--- src/rtl/mv_sched_ctrl.sv ---
// Frame sequencer for the matrix-vector multiplier: scatters host words into the
// row/vector memories, kicks the multiplier, then streams the result memory out.
module mv_sched_ctrl #(
  parameter  int N  = 2,
  parameter  int DW = 8,
  localparam int AW = $clog2(N),
  localparam int RW = 2*DW + $clog2(N)
) (
  input  logic          clk,
  input  logic          rst,
  input  logic [DW-1:0] in_data,
  input  logic          in_valid,
  output logic          in_ready,
  output logic [RW-1:0] out_data,
  output logic          out_valid,
  input  logic          out_ready,
  output logic          busy,
  output logic [DW-1:0] mat_wr_data,
  output logic [AW-1:0] mat_wr_addr,
  output logic [N-1:0]  mat_we,
  output logic [DW-1:0] vec_wr_data,
  output logic [AW-1:0] vec_wr_addr,
  output logic          vec_we,
  output logic          mv_start,
  input  logic          mv_wr_en,
  input  logic [AW-1:0] mv_wr_addr,
  output logic [AW-1:0] res_rd_addr,
  input  logic [RW-1:0] res_rd_data
);

  typedef enum logic [2:0] {S_LOAD, S_GAP, S_KICK, S_RUN, S_RD, S_OUT} state_t;

  localparam logic [AW-1:0] LAST = AW'(N-1);

  state_t        state_q, state_d;
  logic [AW-1:0] row_q, row_d, col_q, col_d, idx_q, idx_d;
  logic          vphase_q, vphase_d;
  logic [N-1:0]  mat_we_q, mat_we_d;
  logic [AW-1:0] mat_wr_addr_q, mat_wr_addr_d;
  logic [DW-1:0] mat_wr_data_q, mat_wr_data_d;
  logic          vec_we_q, vec_we_d;
  logic [AW-1:0] vec_wr_addr_q, vec_wr_addr_d;
  logic [DW-1:0] vec_wr_data_q, vec_wr_data_d;
  logic          mv_start_q, mv_start_d;
  logic          out_valid_q, out_valid_d;
  logic          busy_q, busy_d;
  logic [AW-1:0] res_rd_addr_q, res_rd_addr_d;
  logic          accept;

  assign in_ready    = (state_q == S_LOAD);
  assign accept      = in_valid & in_ready;
  assign out_valid   = out_valid_q;
  // Read address is held through OUT, so the memory output stays stable under backpressure.
  assign out_data    = out_valid_q ? res_rd_data : '0;
  assign busy        = busy_q;
  assign mat_we      = mat_we_q;
  assign mat_wr_addr = mat_wr_addr_q;
  assign mat_wr_data = mat_wr_data_q;
  assign vec_we      = vec_we_q;
  assign vec_wr_addr = vec_wr_addr_q;
  assign vec_wr_data = vec_wr_data_q;
  assign mv_start    = mv_start_q;
  assign res_rd_addr = res_rd_addr_q;

  always_comb begin
    state_d       = state_q;
    row_d         = row_q;
    col_d         = col_q;
    idx_d         = idx_q;
    vphase_d      = vphase_q;
    mat_we_d      = '0;
    mat_wr_addr_d = mat_wr_addr_q;
    mat_wr_data_d = mat_wr_data_q;
    vec_we_d      = 1'b0;
    vec_wr_addr_d = vec_wr_addr_q;
    vec_wr_data_d = vec_wr_data_q;
    mv_start_d    = 1'b0;
    out_valid_d   = out_valid_q;
    busy_d        = busy_q;
    res_rd_addr_d = res_rd_addr_q;
    case (state_q)
      S_LOAD: if (accept) begin
        busy_d = 1'b1;
        if (!vphase_q) begin
          mat_we_d[row_q] = 1'b1;
          mat_wr_addr_d   = col_q;
          mat_wr_data_d   = in_data;
          if (col_q == LAST) begin
            col_d    = '0;
            row_d    = (row_q == LAST) ? '0 : row_q + 1'b1;
            vphase_d = (row_q == LAST);
          end else begin
            col_d = col_q + 1'b1;
          end
        end else begin
          vec_we_d      = 1'b1;
          vec_wr_addr_d = col_q;
          vec_wr_data_d = in_data;
          if (col_q == LAST) begin
            col_d    = '0;
            vphase_d = 1'b0;
            state_d  = S_GAP;
          end else begin
            col_d = col_q + 1'b1;
          end
        end
      end
      // Spacer lets the final vector write land before the multiplier starts.
      S_GAP: begin
        state_d    = S_KICK;
        mv_start_d = 1'b1;
      end
      S_KICK: state_d = S_RUN;
      S_RUN: if (mv_wr_en && mv_wr_addr == LAST) begin
        state_d       = S_RD;
        idx_d         = '0;
        res_rd_addr_d = '0;
      end
      S_RD: begin
        state_d     = S_OUT;
        out_valid_d = 1'b1;
      end
      S_OUT: if (out_ready) begin
        out_valid_d = 1'b0;
        if (idx_q == LAST) begin
          state_d       = S_LOAD;
          busy_d        = 1'b0;
          idx_d         = '0;
          row_d         = '0;
          col_d         = '0;
          vphase_d      = 1'b0;
          res_rd_addr_d = '0;
        end else begin
          state_d       = S_RD;
          idx_d         = idx_q + 1'b1;
          res_rd_addr_d = idx_q + 1'b1;
        end
      end
      default: state_d = S_LOAD;
    endcase
  end

  always_ff @(posedge clk or negedge rst) begin
    if (!rst) begin
      state_q       <= S_LOAD;
      row_q         <= '0;
      col_q         <= '0;
      idx_q         <= '0;
      vphase_q      <= 1'b0;
      mat_we_q      <= '0;
      mat_wr_addr_q <= '0;
      mat_wr_data_q <= '0;
      vec_we_q      <= 1'b0;
      vec_wr_addr_q <= '0;
      vec_wr_data_q <= '0;
      mv_start_q    <= 1'b0;
      out_valid_q   <= 1'b0;
      busy_q        <= 1'b0;
      res_rd_addr_q <= '0;
    end else begin
      state_q       <= state_d;
      row_q         <= row_d;
      col_q         <= col_d;
      idx_q         <= idx_d;
      vphase_q      <= vphase_d;
      mat_we_q      <= mat_we_d;
      mat_wr_addr_q <= mat_wr_addr_d;
      mat_wr_data_q <= mat_wr_data_d;
      vec_we_q      <= vec_we_d;
      vec_wr_addr_q <= vec_wr_addr_d;
      vec_wr_data_q <= vec_wr_data_d;
      mv_start_q    <= mv_start_d;
      out_valid_q   <= out_valid_d;
      busy_q        <= busy_d;
      res_rd_addr_q <= res_rd_addr_d;
    end
  end

endmodule

--- config.mk ---
export PLATFORM = sky130hd
export DESIGN_NAME = mv_sched_ctrl
export DESIGN_NICKNAME = d
export VERILOG_FILES = /design/src/rtl/mv_sched_ctrl.sv
export SDC_FILE = /design/constraint.sdc
export NUM_CORES = 1
export LEC_CHECK = 0
export ABC_AREA = 1
export CAP_MARGIN = 20
export CORE_MARGIN = 2
export CORE_UTILIZATION = 39
export DETAILED_ROUTE_END_ITERATION = 7
export GPL_ROUTABILITY_DRIVEN = 0
export GPL_TIMING_DRIVEN = 0
export PLACE_DENSITY = 0.78
export SYNTH_ARGS = -nofsm -noshare
export SYNTH_HDL_FRONTEND = slang
export SYNTH_SLANG_ARGS = --single-unit
--- constraint.sdc ---
create_clock -name clk -period 3.25 [get_ports clk]
set_clock_uncertainty 0.15 [all_clocks]
set_input_delay 0.65 -clock clk [delete_from_list [all_inputs] [get_ports clk]]
set_output_delay 0.65 -clock clk [all_outputs]
set_load 0.05 [all_outputs]
==> results.md <==
- Post-cts sizing count: 0
- Iter 0 DRT Violations: between 50 and 60
- Reg clk slew, reported paths: around 0.060 ns
- Syn-to-layout area delta: 62.54%
- Post-synth EDFFs: 0
- Yosys top cell area share: 51.84%
- Top cells by count, synth: nand2_1, dfrtp_1, inv_1, o21ai_0
- CP Capture Type: output pin
- Floorplan die width: 65.95 microns
- Vias per cell: 4.591
- Seq/Total Area, Yosys: 51.84%
- Top_reg_cell synth: dfrtp_1
- Startpoint Class: register
- Initial Utilization: 40.57%
- FF+latch count, synth: 31
- Total gr overflow: 0
- Worst path required time: ~2.5 ns
- Post-DRT Antenna Nets: 0
- WL per Instance: between 10 and 15 microns
- Final setup vio count: 0
- Final Hold Vio Count: 0
- Fmax: around 330 MHz
- Sequential Power Share: 25.0%
- Skew-Pair Late Insertion Delay: 0.28 ns
- Rows: 22
- Core ar.: between 0.003 and 0.004 sq mm
- Share of layout cells above drive strength 1: 7.636%
- Clock root buffer: clkbuf_8
- Detailed Routing Iterations Pass 1: 4
- Post-CTS Hold Buffers: 0
- Die ar.: roughly 0.0043 sq mm
- H-tree Lvls: 2
- Total CTS buffers: 5
- Internal: 1.317 mW
- Comb pwr share: 60.4%
- Worst Hold Path EP: mat_we[0]
- Status: complete, no violations
- Sw Ratio: 50.57%
- Max capacitance violation total: 0
- Worst R2R Path Depth: 8
- Cells after synthesis: 193
- Port-buffer cells: 73
- Cell taking the most area after synthesis: dfrtp_1
- Crit-path max FO: 10
- Ys async rst share: 100.0%
- Net Switching: roughly 1.3 mW
- Hold Path Stages: 1
- Setup Fix Bufs, Post-CTS: 0
- Fin area: 0.002432 sq mm
- Hold Crit Class: reg -> reg
- Crit path time final: 3.025 ns
- N_diodes: 0
- Count leader, synth: nand2_1
- Clk sinks: 31
- VDD IR max: 0.0006412 V
- First-pass GRT wire length: 5.775 mm
- RSZ-0062 raised after global routing: false
- HPWL after detailed placement: between 2 and 3 mm
- Power Dens Cells: 1096 mW/mm^2
- Gr usage total: 17.38%
- Setup CP Type: reg -> out
- Rel. slew slack: a little under half
- Final nets: 305
- Post-Place Cell Area: 0.002315 sq mm
- Worst R2R End: mat_wr_data[2]
- IO Pins: 74
- Least-Margin Pin Slew: 0.7780 ns
- Synth warn: 0
- DRC Markers: 0
- Worst reg-to-reg setup slack: about 1.7 ns
- Vias in the first global route: 1328
- Post-Route WL: 3.564 mm
- Static leakage: 1.271 nW
- Largest net degree at the start of global routing: 17
- Chip Height: 65.95 microns
- Max clock buf depth: 2
- Clock group share of total power: 14.6%
- Mapped Area: 0.001496 sq mm
- Fill cells: 319
- Hold_sp: row_q
- Final Cycle Share: 93.08%
- Critical R2R Launch: state_q[0]
- Synth area leaders: dfrtp_1, nand2_1, inv_1
- Vias: 1483
- Syn Area/Cell: roughly 7.8 sq um
- Setup_tns: 0 ns
- Arrival time worst endpoint: 2.23 ns
- Syn_nets: 224
- TritonCTS clock tree: done
- Slew Limit Fails: 0
- Distinct cells, synth: 21
- Initial antenna violation count: 0
==> worst max-delay path, stage by stage (launching register included) <==
cell             delay [ns]
dfrtp_1                0.34
clkbuf_1               0.30
clkbuf_1               0.35
nand2_1                0.10
inv_1                  0.07
clkdlybuf4s50_1        0.79
==> metal layers <==
layer / part of all wire, % / wire length [microns] / track usage, % / vias to the layer above
li1: - / - / - / 747
met1: 44 / 1554 / 20.95 / 678
met2: 47 / 1675 / 29.04 / 54
met3: 8.1 / 289 / 4.770 / 4
met4: 1.2 / 44 / 7.653 / 0
met5: 0 / 0 / 0 / -
==> state kept, by name, summed over array words and instances (netlist names), 2 cells and up <==
signal       cells
mat_wr_data      8
state_q          3
vec_wr_data      8
mat_we           2
==> through the flow <==
stage                     power, mW  utilization, %  worst slack (ns)  std cells  hold slack, ns
after floorplan               1.757               -            0.8769        193          0.2044
after global placement        2.264           62.01            0.4333        314          0.3004
after detailed placement      2.290           62.75            0.4268        315          0.3055
after CTS                     2.682           65.94            0.1808        323          0.3139
after global routing          2.821           65.94           0.09213        323          0.3335
final                         2.665           65.94            0.2248        323          0.3105
==> cell usage in the layout (no fill, tap or decap), types with 2 or more instances in the layout <==
cell type	n
nand2_1	79
clkdlybuf4s50_1	73
dfrtp_1	31
inv_1	28
o21ai_0	13
nor2_1	9
nand3_1	9
clkbuf_8	6
nand4_1	5
clkbuf_1	3
nor2_2	3
inv_2	2
==> power groups by stage <==
stage          logic (mW)  clock network (mW)  registers, mW
2_1_floorplan       0.635                   0           1.12
3_3_place_gp         1.59                   0          0.669
3_5_place_dp         1.62                   0          0.674
4_1_cts              1.62               0.393          0.668
5_1_grt              1.72               0.411          0.690
6_report             1.61               0.388          0.667
==> final cells by class <==
type                       count  area, sq um  area share [%]
sequential                    31        775.7           31.89
timing repair buffer          74        758.2           31.17
multi-input combinational    126        573.1           23.56
inverter                      30        112.6           4.630
clock buffer                   6        82.58           3.395
tap                           48        60.06           2.469
clock inverter                 2        35.03           1.440
buffer                         6        35.03           1.440
==> how the worst max path moves through the flow <==
stage	start	to	slack [ns]	depth (start not counted)
5_1_grt	out_valid	out_data[1]	0.09	5
2_1_floorplan	out_valid	out_data[0]	0.88	4
3_3_place_gp	res_rd_data[1]	out_data[1]	0.43	4
3_5_place_dp	res_rd_data[1]	out_data[1]	0.43	4
4_1_cts	out_valid	out_data[12]	0.18	5
6_report	out_valid	out_data[12]	0.22	5
==> logic make-up (layout without fill, tap and decap cells) <==
group	Yosys count	in the layout	synth area share, %
flops	31	31	51.84
simple gates	110	110	32.61
compound gates	16	16	5.686
buf+inv	36	118	9.866
(Power assumes the default switching activity.)
